`src/rtl/mul_pkg.sv`:
```
// mul_pkg: shared state encoding, default width and counter-width helper
// for the sequential shift-and-add multiplier.
package mul_pkg;
    localparam int MUL_W = 4;
    typedef enum logic [1:0] {IDLE = 2'd0, CALC = 2'd1, DONE = 2'd2} state_t;
    function automatic int clog2(input int n);
        int r;
        r = 0;
        while ((1 << r) < n) r++;
        return (r < 1) ? 1 : r;
    endfunction
endpackage

```
`src/rtl/add_w_co.sv`:
```
// add_w_co: W-bit ripple-carry adder built from full-adder cells.
module add_w_co #(
    parameter int W = 4
) (
    input  logic [W-1:0] a,
    input  logic [W-1:0] b,
    input  logic         cin,
    output logic [W-1:0] sum,
    output logic         cout
);
    logic [W:0] c;
    assign c[0] = cin;
    for (genvar i = 0; i < W; i++) begin : g_fa
        assign sum[i]  = a[i] ^ b[i] ^ c[i];
        assign c[i+1]  = (a[i] & b[i]) | (c[i] & (a[i] ^ b[i]));
    end
    assign cout = c[W];
endmodule

```
`src/rtl/seq_mul4b.sv`:
```
// seq_mul4b: unsigned shift-and-add multiplier, one add/shift per clock,
// start/done handshake with back-to-back acceptance from DONE.
module seq_mul4b
    import mul_pkg::*;
#(
    parameter int W = MUL_W
) (
    input  logic           clk,
    input  logic           rst_b,
    input  logic           start,
    input  logic [W-1:0]   x,
    input  logic [W-1:0]   y,
    output logic [2*W-1:0] p,
    output logic           busy,
    output logic           done
);
    localparam int CW = clog2(W);
    state_t           state_q, state_d;
    logic [W-1:0]     m_q, m_d, a_q, a_d, q_q, q_d, sum;
    logic [CW-1:0]    cnt_q, cnt_d;
    logic [2*W-1:0]   p_q, p_d, shifted;
    logic             co;
    add_w_co #(.W(W)) u_add (
        .a(a_q), .b(m_q), .cin(1'b0), .sum(sum), .cout(co)
    );
    // The carry lands in the top bit of the shifted pair, so it never needs its own state.
    assign shifted = q_q[0] ? {co, sum, q_q[W-1:1]} : {1'b0, a_q, q_q[W-1:1]};
    always_comb begin
        state_d = state_q;
        m_d     = m_q;
        a_d     = a_q;
        q_d     = q_q;
        cnt_d   = cnt_q;
        p_d     = p_q;
        if (state_q == CALC) begin
            {a_d, q_d} = shifted;
            cnt_d      = cnt_q + 1'b1;
            if (cnt_q == CW'(W - 1)) begin
                p_d     = shifted;
                state_d = DONE;
            end
        end else if (start && (state_q == IDLE || state_q == DONE)) begin
            m_d     = x;
            q_d     = y;
            a_d     = '0;
            cnt_d   = '0;
            state_d = CALC;
        end else begin
            state_d = IDLE;
        end
    end
    always_ff @(posedge clk or negedge rst_b) begin
        if (!rst_b) begin
            state_q <= IDLE;
            m_q     <= '0;
            a_q     <= '0;
            q_q     <= '0;
            cnt_q   <= '0;
            p_q     <= '0;
        end else begin
            state_q <= state_d;
            m_q     <= m_d;
            a_q     <= a_d;
            q_q     <= q_d;
            cnt_q   <= cnt_d;
            p_q     <= p_d;
        end
    end
    assign p    = p_q;
    assign busy = (state_q == CALC);
    assign done = (state_q == DONE);
endmodule

```
`config.mk`:
```
export PLATFORM = sky130hd
export DESIGN_NAME = seq_mul4b
export DESIGN_NICKNAME = d
export VERILOG_FILES = /design/src/rtl/mul_pkg.sv /design/src/rtl/add_w_co.sv /design/src/rtl/seq_mul4b.sv
export SDC_FILE = /design/constraint.sdc
export NUM_CORES = 1
export LEC_CHECK = 0
export CORE_MARGIN = 2
export CORE_UTILIZATION = 50
export CTS_CLUSTER_SIZE = 16
export DETAILED_ROUTE_END_ITERATION = 12
export GPL_ROUTABILITY_DRIVEN = 1
export PLACE_DENSITY_LB_ADDON = 0.05
export SLEW_MARGIN = 10
export SYNTH_ARGS = -nofsm -noshare
export SYNTH_HDL_FRONTEND = slang
export SYNTH_SLANG_ARGS = --single-unit
```
`constraint.sdc`:
```
create_clock -name clk -period 4.5 [get_ports clk]
set_input_delay 0.45 -clock clk [delete_from_list [all_inputs] [get_ports clk]]
set_output_delay 0.45 -clock clk [all_outputs]
set_load 0.02 [all_outputs]
```
==> flow_summary.json, run 1 <==
{
  "num_antenna_cells": 0,
  "endpoint_kind": "primary output",
  "p_int_mw": 0.563,
  "min_period_over_period_pct": 52.7,
  "worstSkewPairLatency_ns": 0.32,
  "cts_setup_buffers": 0,
  "tightest_slew_ns": 0.520,
  "final.setup.worst_slack_ns": 2.13,
  "wl_per_cell_um": 13.6,
  "drive_gt1_share_pct": 9.01,
  "dieArea_sq_um": 2510,
  "fmax_ghz": 0.422,
  "drt-pass1-iter-count": 4,
  "clock_sinks": 24,
  "ys_seq_elements": 24,
  "cts_root_buffer": "clkbuf_4",
  "p_seq_share_pct": 42.5,
  "placed_cells": 134,
  "syn_nets": 107,
  "synthCells": 91,
  "crit_path_max_incr_delay_ns": 0.58,
  "drcViolationCount": 0,
  "drt_iter0_drc": 9,
  "cts_buffers": 3,
  "synth_warnings": 0,
  "power_density_nw_per_um2": 713,
  "final_max_slew_viol_count": 0,
  "synthTopCellsByArea": "dfrtp_1, nand2_1, fa_1, mux2i_1, o2bb2ai_1",
  "p_total_mw": 0.928,
  "start_util_pct": 53.6,
  "r2r_setup_slack_ns": 2.19,
  "p_sw_share_pct": 39.4,
  "area_growth_pct": 22.5,
  "htreeDepth": 1,
  "placed_cell_area_sq_um": 1270,
  "finalNonFillerCells": 138,
  "grt_max_degree": 25,
  "routabilityCongestion": 0.753,
  "status": "completed",
  "hold_viol": 0,
  "start_kind": "register",
  "postCtsHoldBufs": 0,
  "synth.distinct_cells": 26,
  "crit_family": "buffers and inverters",
  "syn_avg_cell_area_sq_um": 11.7,
  "synth.cell_area_sq_um": 1060,
  "stdcell_area_sq_um": 1300,
  "io_buffers": 20,
  "hp-class": "in2async",
  "power_leakage_nw": 0.599,
  "antenna_found_initial": 0,
  "wl_um": 1870,
  "drtAntennaViolNets": 0,
  "final_nets": 128,
  "num_rows": 16,
  "fin_hold_ws_ns": 0.0809,
  "place_hpwl_um": 1350,
  "vias_per_cell": 5.19,
  "pwr-share-comb_pct": 45.0,
  "final_util_pct": 65.7,
  "synth-seq-area-share_pct": 56.5,
  "p_sw_mw": 0.366,
  "yosysTopAreaCellShare_pct": 56.5,
  "setup_viol": 0,
  "die_h_um": 50.1,
  "fin_worst_skew_ns": 0.000756,
  "clkTransAtPathRegs_ns": 0.13,
  "worstSetupPathType": "reg2out",
  "period_needed_ns": 2.37,
  "first_global_vias": 657,
  "overflow": 0,
  "clkPwrFrac_pct": 12.5,
  "place_ws_ns": 2.19,
  "relSlewSlack_pct": 65.2,
  "arrival_ns": 1.92,
  "rsz0062_at_grt": "false",
  "core-area_sq_um": 1980,
  "die_width_um": 50.1,
  "yosysTopAreaCell": "dfrtp_1",
  "drv_cap": 0,
  "cts_resized": 0,
  "fin_tns_setup_ns": 0,
  "max-vdd-ir-drop_uv": 444,
  "crit_path_top_delay_cell": "clkdlybuf4s50_1",
  "route.vias.total": 716,
  "grt_pass1_wl_um": 3230,
  "gr-usage-all-layers_pct": 18.0,
  "cts_buffer_depth": 2,
  "cp.required_ns": 4.05,
  "ios": 21,
  "cts_tree": "yes",
  "path_max_fanout": 10,
  "path_buf_inv": 2,
  "crit_path_cell_trace": "nand2b_1, clkinv_2, clkdlybuf4s50_1"
}
cell families (layout without fill, tap and decap cells):
group	Yosys count	in the layout	synth area share, %
compound gates	16	16	10.2
fa+ha+maj	5	5	8.01
buf+inv	6	26	3.30
flops	24	24	56.5
mux	8	8	7.89
simple gates	32	32	14.0
power by group through the flow:
stage / clock (mW) / combinational [mW] / sequential [mW]
CTS: 0.117 / 0.424 / 0.395
floorplan: 0 / 0.270 / 0.410
global route: 0.129 / 0.471 / 0.408
global placement: 0 / 0.407 / 0.395
finish: 0.116 / 0.417 / 0.395
detailed placement: 0 / 0.423 / 0.400
sequential cells by signal, summed over array words and instances, names as in the netlist:
signal,flops
cnt_q,2
state_q,2
m_q,4
a_q,4
q_q,4
p,8
layout make-up:
type	count	area, sq um
fillers	155	681
flip-flops and latches	24	601
multi-input cells	61	427
repair buffers	20	195
clock buffers	4	36.3
well taps	27	33.8
inverters	2	8.76
Yosys cell counts:
cell type,count
dfrtp_1,24
nand2_1,18
o21ai_0,6
mux2i_1,5
nor2_1,4
o2bb2ai_1,4
fa_1,3
mux2_2,3
clkbuf_1,2
ha_1,2
nand2b_1,2
nor2b_1,2
nor3_1,2
o22ai_1,2
a211oi_1,1
a21oi_1,1
a221o_1,1
a22o_1,1
and2b_1,1
buf_4,1
buf_6,1
clkinv_2,1
inv_1,1
nand3_1,1
nand3b_1,1
nor2_4,1
worst reg2reg max path, delay by kind of cell (launching register included):
family                     cells  cell delay [ns]
AOI/OAI and AO/OA              1             0.11
muxes                          1             0.22
adders and majority gates      4             1.44
DFF                            1             0.41
cells in the final DEF, fill, tap and decap left out, types with 2 or more instances in the layout:
cell type and count:
dfrtp_1 24, nor2b_1 2, nand2b_1 2, nand2_1 18, o2bb2ai_1 4, nor2_1 4
mux2i_1 5, nor3_1 2, mux2_2 3, clkdlybuf4s50_1 19, fa_1 3, clkbuf_4 3
o21ai_0 6, ha_1 2, o22ai_1 2
metal layers:
metal | up-vias | routed length (um) | GRT usage [%]
met3 | 5 | 89 | 2.73
met2 | 22 | 843 | 25.9
li1 | 353 | - | -
met5 | - | 0 | 0
met4 | 0 | 31 | 8.33
met1 | 336 | 909 | 26.6
worst paths after layout:
kind | startpoint | end | depth (start not counted)
setup / recovery | state_q[1]$_DFFE_PN0P_ | busy | 3
hold / removal | rst_b | p[1]$_DFFE_PN0P_ | 1
setup reg to reg | m_q[0]$_DFFE_PN0P_ | p[6]$_DFFE_PN0P_ | 6
hold reg to reg | p[7]$_DFFE_PN0P_ | p[7]$_DFFE_PN0P_ | 2
max in group asynchronous | rst_b | p[6]$_DFFE_PN0P_ | 1
min in group clk | p[7]$_DFFE_PN0P_ | p[7]$_DFFE_PN0P_ | 2
Note: power is estimated with default switching activity, not from simulation.
==> run 2, diff against run 1 <==
--- a/config.mk
+++ b/config.mk
@@ -6,7 +6,7 @@
 export NUM_CORES = 1
 export LEC_CHECK = 0
 export CORE_MARGIN = 2
-export CORE_UTILIZATION = 50
+export CORE_UTILIZATION = 49
 export CTS_CLUSTER_SIZE = 16
 export DETAILED_ROUTE_END_ITERATION = 12
 export GPL_ROUTABILITY_DRIVEN = 1
==> constraint.sdc (replaced) <==
create_clock -name clk -period 2.4 [get_ports clk]
set_input_delay 0.24 -clock clk [delete_from_list [all_inputs] [get_ports clk]]
set_output_delay 0.24 -clock clk [all_outputs]
set_load 0.02 [all_outputs]
==> flow_summary.json, run 2 (synthesized netlist as in run 1, its figures left out) <==
{
  "clock_sinks": 24,
  "ios": 21,
  "clkTransAtPathRegs_ns": 0.13,
  "crit_family": "adder cells",
  "cts_setup_buffers": 0,
  "place_ws_ns": 0.136,
  "wl_um": 1840,
  "cts_buffers": 3,
  "arrival_ns": 2.49,
  "rsz0062_at_grt": "false",
  "final.setup.worst_slack_ns": 0.108,
  "area_growth_pct": 23.7,
  "routabilityCongestion": 0.724,
  "path_max_fanout": 2,
  "antenna_found_initial": 0,
  "die_h_um": 50.6,
  "first_global_vias": 714,
  "route.vias.total": 727,
  "postCtsHoldBufs": 0,
  "power_leakage_nw": 0.603,
  "period_needed_ns": 2.29,
  "endpoint_kind": "register",
  "overflow": 0,
  "regToRegStartpoint": "m_q[0]$_DFFE_PN0P_",
  "htreeDepth": 1,
  "io_buffers": 20,
  "p_int_mw": 1.06,
  "final_nets": 129,
  "worstSetupPathType": "reg2reg",
  "drcViolationCount": 0,
  "crit_path_cell_trace": "ha_1, fa_1, fa_1, fa_1, mux2i_1, o21ai_0",
  "drv_cap": 0,
  "p_seq_share_pct": 42.5,
  "max-vdd-ir-drop_uv": 701,
  "clkPwrFrac_pct": 12.1,
  "grt_pass1_wl_um": 3350,
  "relSlewSlack_pct": 65.1,
  "vias_per_cell": 5.23,
  "tightest_slew_ns": 0.522,
  "dieArea_sq_um": 2560,
  "cts_buffer_depth": 2,
  "final_util_pct": 65.6,
  "start_kind": "register",
  "placed_cells": 135,
  "min_period_over_period_pct": 95.5,
  "num_rows": 16,
  "power_density_nw_per_um2": 1320,
  "cpMostUsedCell": "fa_1",
  "final_cell_mix": "dfrtp_1, clkdlybuf4s50_1, nand2_1, o21ai_0, mux2i_1",
  "setup_viol": 0,
  "crit_path_max_incr_delay_ns": 0.45,
  "wl_per_cell_um": 13.3,
  "num_antenna_cells": 0,
  "place_hpwl_um": 1350,
  "p_sw_share_pct": 39.0,
  "worstSkewPairLatency_ns": 0.32,
  "pwr-share-comb_pct": 45.3,
  "start_util_pct": 53.1,
  "cts_tree": "yes",
  "status": "completed",
  "finalNonFillerCells": 139,
  "grt_max_degree": 25,
  "largest_reg_flops": 8,
  "final_max_slew_viol_count": 0,
  "startpoint": "m_q[0]$_DFFE_PN0P_",
  "fin_tns_setup_ns": 0,
  "p_total_mw": 1.73,
  "hp-class": "in2async",
  "drtAntennaViolNets": 0,
  "gr-usage-all-layers_pct": 17.5,
  "p_sw_mw": 0.676,
  "final_common_cell": "dfrtp_1",
  "cp.required_ns": 2.60,
  "drt_iter0_drc": 4,
  "core-area_sq_um": 2000,
  "fmax_ghz": 0.436,
  "crit_path_top_delay_cell": "fa_1",
  "fin_worst_skew_ns": 0.0128,
  "hold_viol": 0,
  "path_buf_inv": 0,
  "drive_gt1_share_pct": 8.93,
  "cts_root_buffer": "clkbuf_4",
  "die_width_um": 50.6,
  "cts_resized": 0,
  "drt-pass1-iter-count": 4
}
## run 2: changes by cell type in the layout (fill, tap and decap cells not counted)
cell             delta
buf_4               +1
clkdlybuf4s50_1     +1
buf_2               -1
## run 2: path summary, 6_finish.rpt
kind	cells after the start	slack (ns)	to
worst max-delay path	6	0.11	p[6]$_DFFE_PN0P_
worst min-delay path	2	0.26	p[4]$_DFFE_PN0P_
worst max register to register	6	0.11	p[6]$_DFFE_PN0P_
worst min register to register	2	0.49	p[3]$_DFFE_PN0P_
max in group asynchronous	2	1.89	cnt_q[0]$_DFFE_PN0P_
min in group clk	3	0.43	m_q[1]$_DFFE_PN0P_
## run 2: layer usage
| layer | share of wire [%] | track usage (%) |
|---|---|---|
| met1 | 51 | 26.2 |
| met2 | 44 | 25.7 |
| met3 | 3.7 | 2.68 |
| met4 | 1.3 | 6.76 |
| met5 | 0 | 0 |
## run 2: final cells by class
type                       instances  area, sq um
sequential                        24          601
multi-input combinational         61          427
fill                             171          688
tap                               27         33.8
clock buffer                       4         36.3
timing repair buffer              21          208
inverter                           2         8.76
## run 2: worst reg2reg max path, stage by stage, from the launching register on
cell and delay, ns:
dfrtp_1 0.41, ha_1 0.22, fa_1 0.39, fa_1 0.39, fa_1 0.45, mux2i_1 0.21, o21ai_0 0.10
## run 2: per-stage QoR
stage	hold slack (ns)	area [sq um]
floorplan	-0.0556	1060
global placement	0.461	1280
detailed placement	0.472	1280
CTS	0.267	1310
global route	0.279	1310
finish	0.258	1310
## run 2: power groups by stage
stage	combinational, mW	clock, mW	sequential (mW)
6_report	0.785	0.211	0.737
5_1_grt	0.880	0.237	0.769
4_1_cts	0.794	0.216	0.739
3_5_place_dp	0.793	0	0.746
3_3_place_gp	0.767	0	0.739
2_1_floorplan	0.506	0	0.769
==> patch 1, RTL diff (config.mk and constraints of run 2) <==
Set the package constant `MUL_W` to 5 (it was 4).
--- a/src/rtl/mul_pkg.sv
+++ b/src/rtl/mul_pkg.sv
@@ -1,7 +1,7 @@
 // mul_pkg: shared state encoding, default width and counter-width helper
 // for the sequential shift-and-add multiplier.
 package mul_pkg;
-    localparam int MUL_W = 4;
+    localparam int MUL_W = 5;
     typedef enum logic [1:0] {IDLE = 2'd0, CALC = 2'd1, DONE = 2'd2} state_t;
     function automatic int clog2(input int n);
         int r;
Ports: changed (resized p, x and y); port bits go from 21 to 25. The function was not compared with the original's and may differ.
==> patch 1 against run 2 <==
- the run now ends with negative setup slack left
- final area is 30% higher
- power grew 34%
- final cell count up 24%
- area after synthesis increased by 32%
- combinational power grew 46%
- worst hold slack better by 44 ps
- worst setup slack worse by 180 ps
- wire length increased by 32%
- sequential cell count is 6 higher
- critical path type unchanged
- critical endpoint is now a_q[3]
- highest routed layer unchanged
==> patch 1: results (changes against run 2) <==
Parameter                              Value

Status
  Result of the run    complete, but fails checks
  Violations in the final reports    negative setup slack

Synth
  Number of nets in the synthesized netlist    132 (+23%)
  Most frequent cells after synthesis    sky130_fd_sc_hd__dfrtp_1 (30), sky130_fd_sc_hd__nand2_1 (13), sky130_fd_sc_hd__inv_1 (11)
  Synthesized-area fraction occupied by ao, oa, aoi and oai cells    13.49% (+3.2 points)
  Multiplexer area fraction after synthesis    8.579% (+0.69 points)
  Area contributors post-synth    sky130_fd_sc_hd__dfrtp_1 (54%), sky130_fd_sc_hd__mux2_2 (6.4%), sky130_fd_sc_hd__fa_1 (5.7%)
  Share of the yosys chip area belonging to registers    53.62% (-2.9 points)
  Number of different library cells in the post-synthesis netlist    23 (-12%)

Finish
  Post-layout instance count excluding filler cells    172 (+24%)
  Final net count    161 (+25%)
  Max reg flops    10 (+2)

Placed design
  Routability congestion estimate    0.7069 (-2.4%)
  Area post-placement    0.001647 mm² (+29%)
  Port Buffer Count    24 (+20%)
  Total half-perimeter wirelength after legalization and detailed placement    1.685 mm (+25%)

Drt
  Initial detailed-routing violation count    24 (+20)
  Final routed wire length divided by cell count    14.18 µm (+7.0%)

STA
  Clock tree skew after final layout    11.23 ps (-1.554 ps)
  Final count of negative-setup-slack endpoints    2 (+2)
  Setup TNS    -116.5 ps (-116.5 ps)
  Post-route setup slack    -67.32 ps (-175.8 ps)
  Slew Limit Headroom    67.78% (+2.7 points)

Power
  Power attributed to combinational cells    1150 µW (+46%)
  Share of total power in sequential cells    39.1% (-3.4 points)
  Worst vdd rail ir drop    0.8186 mV (+17%)

GRT
  GRT Total Usage    17.46% (-0.063 points)
  Number of global-route vias before repair    932 (+31%)
  First-pass GRT wire length    4.229 mm (+26%)

Critical path
  Delay of the slowest cell on the worst path    390 ps (-60 ps)
  Critical Path AT    2650 ps (+160 ps)

CTS
  H-Tree Level Count    2 (+1)
  Cts bufs inserted    5 (+2)
==> patch 1: changes by cell type after synthesis, sizes merged, moves of 4 or more <==
cell          run 2  this run
inv               1        12
a21o              0         4
a22o              1         5
mux2              3         8
o21ai             6        11
dfrtp            24        30
nand2            18        13
==> patch 1: layout make-up <==
type / count / area [µm²]
fillers: 219 / 1030
flip-flops and latches: 30 / 750.7
multi-input cells: 65 / 554.3
repair buffers: 27 / 262.8
inverters: 12 / 52.55
clock buffers: 7 / 45.04
well taps: 31 / 38.79
==> patch 1: routing by layer <==
| metal | global-route usage (%) | vias up | part of all wire, % |
|---|---|---|---|
| met5 | 0 | - | 0 |
| met1 | 21.94 | 429 | 46 |
| met2 | 27.76 | 20 | 47 |
| li1 | - | 431 | - |
| met3 | 5.215 | 5 | 4.6 |
| met4 | 7.973 | 0 | 1.7 |
==> patch 1: timing repair <==
item,in CTS,in global routing
pin swaps,1,2
gates resized for setup,1,3
endpoints found under the setup margin,2,2
setup buffers,0,1
==> patch 1: final timing paths <==
path                            endpoint  slack (ps)  cells after the start
worst max-delay path              a_q[3]         -70                      9
worst min-delay path              m_q[2]         300                      2
worst max register to register    a_q[3]         -70                      9
worst min register to register      p[6]         480                      2
max in group asynchronous         q_q[4]        1820                      2
min in group clk                  m_q[3]         480                      3
==> patch 1: metrics by stage <==
| stage | util [%] | setup slack [ps] | hold slack [ps] |
|---|---|---|---|
| after global placement | 60.23 | -16.41 | 463.7 |
| after floorplan | - | 30.07 | -55.59 |
| after global routing | 62.33 | -154.4 | 312.5 |
| after detailed placement | 60.23 | -70.52 | 471.0 |
| after CTS | 61.97 | -44.07 | 310.2 |
| final | 62.33 | -67.32 | 301.9 |
==> patch 2, RTL diff (settings of run 2) <==
Without the edit above. Register the inputs `start`, `x` and `y` before use, cleared by the reset. The logic sees them one clock later.
--- a/src/rtl/seq_mul4b.sv
+++ b/src/rtl/seq_mul4b.sv
@@ -15,6 +15,23 @@
     output logic           done
 );
     localparam int CW = clog2(W);
+
+    logic start_q;
+    logic [W-1:0] x_q;
+    logic [W-1:0] y_q;
+
+    always_ff @(posedge clk or negedge rst_b) begin
+        if (!rst_b) begin
+            start_q <= '0;
+            x_q     <= '0;
+            y_q     <= '0;
+        end else begin
+            start_q <= start;
+            x_q     <= x;
+            y_q     <= y;
+        end
+    end
+
     state_t           state_q, state_d;
     logic [W-1:0]     m_q, m_d, a_q, a_d, q_q, q_d, sum;
     logic [CW-1:0]    cnt_q, cnt_d;
@@ -39,9 +56,9 @@
                 p_d     = shifted;
                 state_d = DONE;
             end
-        end else if (start && (state_q == IDLE || state_q == DONE)) begin
-            m_d     = x;
-            q_d     = y;
+        end else if (start_q && (state_q == IDLE || state_q == DONE)) begin
+            m_d     = x_q;
+            q_d     = y_q;
             a_d     = '0;
             cnt_d   = '0;
             state_d = CALC;
Check against the original RTL: not equivalent (a bounded check fails within 4 cycles, from zero or initial values and one cycle with rst_b low).
==> patch 2 against run 2 <==
- area after synthesis rose by 22%
- power grew 18%
- fmax is 2.5% higher
- clock skew shrank 2.1 ps
- wire length rose by 8.9%
- sequential cell count grew 9
- utilization down 1.2 points
- final area grew 21%
- final cell count is 13% higher
- worst setup slack better by 56 ps
- critical path type unchanged
==> patch 2: results (changes against run 2) <==
Parameter                              Value

Status
  Result of the run    finished, final reports clean

GRT
  GRT Total Usage    16.02% (-1.5 points)
  Maximum number of pins on one net before global-route repair    34 (+36%)
  Number of global-route vias before repair    815 (+14%)

Drt
  Final routed wire length divided by cell count    12.78 µm (-3.6%)
  Initial detailed-routing violation count    8 (+4)
  Vias after detailed routing    790 (+8.7%)
  Post-detailed-route via-to-cell ratio    5.032 (-3.8%)

STA
  Worst Hold Slack    301.0 ps (+43.08 ps)
  Actual slew at the worst max-slew pin    528.4 ps (+6.563 ps)
  Clock tree skew after final layout    10.71 ps (-2.074 ps)

CTS
  H-Tree Level Count    2 (+1)
  Cts bufs inserted    5 (+2)
  Clk pin slew, worst setup/hold paths    100 ps (-30 ps)

Critical path
  R2R Path Start    a_q[0]
  Worst reg2reg setup slack    160 ps (+60 ps)
  Critical Path AT    2430 ps (-60 ps)

Synth
  Top_reg_cell synth    sky130_fd_sc_hd__dfrtp_1
  Area contributors post-synth    sky130_fd_sc_hd__dfrtp_1 (64%), sky130_fd_sc_hd__nand2_1 (5.2%), sky130_fd_sc_hd__fa_1 (4.7%)
  Number of different library cells in the post-synthesis netlist    25 (-3.8%)

Power
  Leakage component of the power    0.0007396 µW (+23%)

Finish
  Layout cell share with drive strength beyond 1    12.60% (+3.7 points)

Placed design
  Area post-placement    0.001525 mm² (+19%)
  Total half-perimeter wirelength after legalization and detailed placement    1.481 mm (+9.7%)
  Number of cells after detailed placement    149 (+10%)
[patch 2: changes by cell type after synthesis, sizes merged]
cell,delta
buf,+2
clkbuf,-2
dfrtp,+9
clkinv,-1
inv,+1
[patch 2: stage by stage]
stage	total power [µW]	setup slack, ps
global placement	1702	228.2
floorplan	1448	290.9
detailed placement	1736	162.5
global route	2231	6.338
CTS	2088	153.2
finish	2053	164.4
[patch 2: logic make-up after synthesis]
kind of cell / count (synthesis) / synth area share (%)
DFF: 33 / 63.95
and+or+nand+nor: 32 / 11.53
AOI/OAI and AO/OA: 16 / 8.430
muxes: 8 / 6.492
buffers and inverters: 6 / 3.003
adders and majority gates: 5 / 6.589
[patch 2: where the power goes]
part	switching, µW	total [µW]	internal [µW]
Combinational	415	811	397
Clock	176	346	170
Sequential	151	896	745
[patch 2: worst register-to-register path: cells and delay by family (launching register included)]
| kind | cells | cell delay, ps |
|---|---|---|
| AOI/OAI and AO/OA | 1 | 100 |
| muxes | 1 | 170 |
| DFF | 1 | 410 |
| adders and majority gates | 4 | 1420 |
[patch 2: worst paths after layout]
path / end / depth (start not counted)
min reg2reg: m_q[0] / 2
max in group asynchronous: m_q[2] / 2
max reg2reg: p[6] / 6
max: p[6] / 6
min in group clk: y_q[1] / 1
min: a_q[0] / 2
[patch 2: per-layer routing]
metal / wire length (µm) / vias up / global-route usage, %
met4: 19 / 0 / 4.181
met2: 887 / 24 / 22.96
met1: 979 / 371 / 22.91
li1: - / 392 / -
met5: 0 / - / 0
met3: 120 / 3 / 6.323
[patch 2: layout make-up]
type	instances	area, µm²
fillers	211	882.1
multi-input cells	61	426.7
clock buffers	7	65.06
clock inverters	1	5.005
flip-flops and latches	33	825.8
inverters	2	12.51
repair buffers	23	222.7
well taps	30	37.54
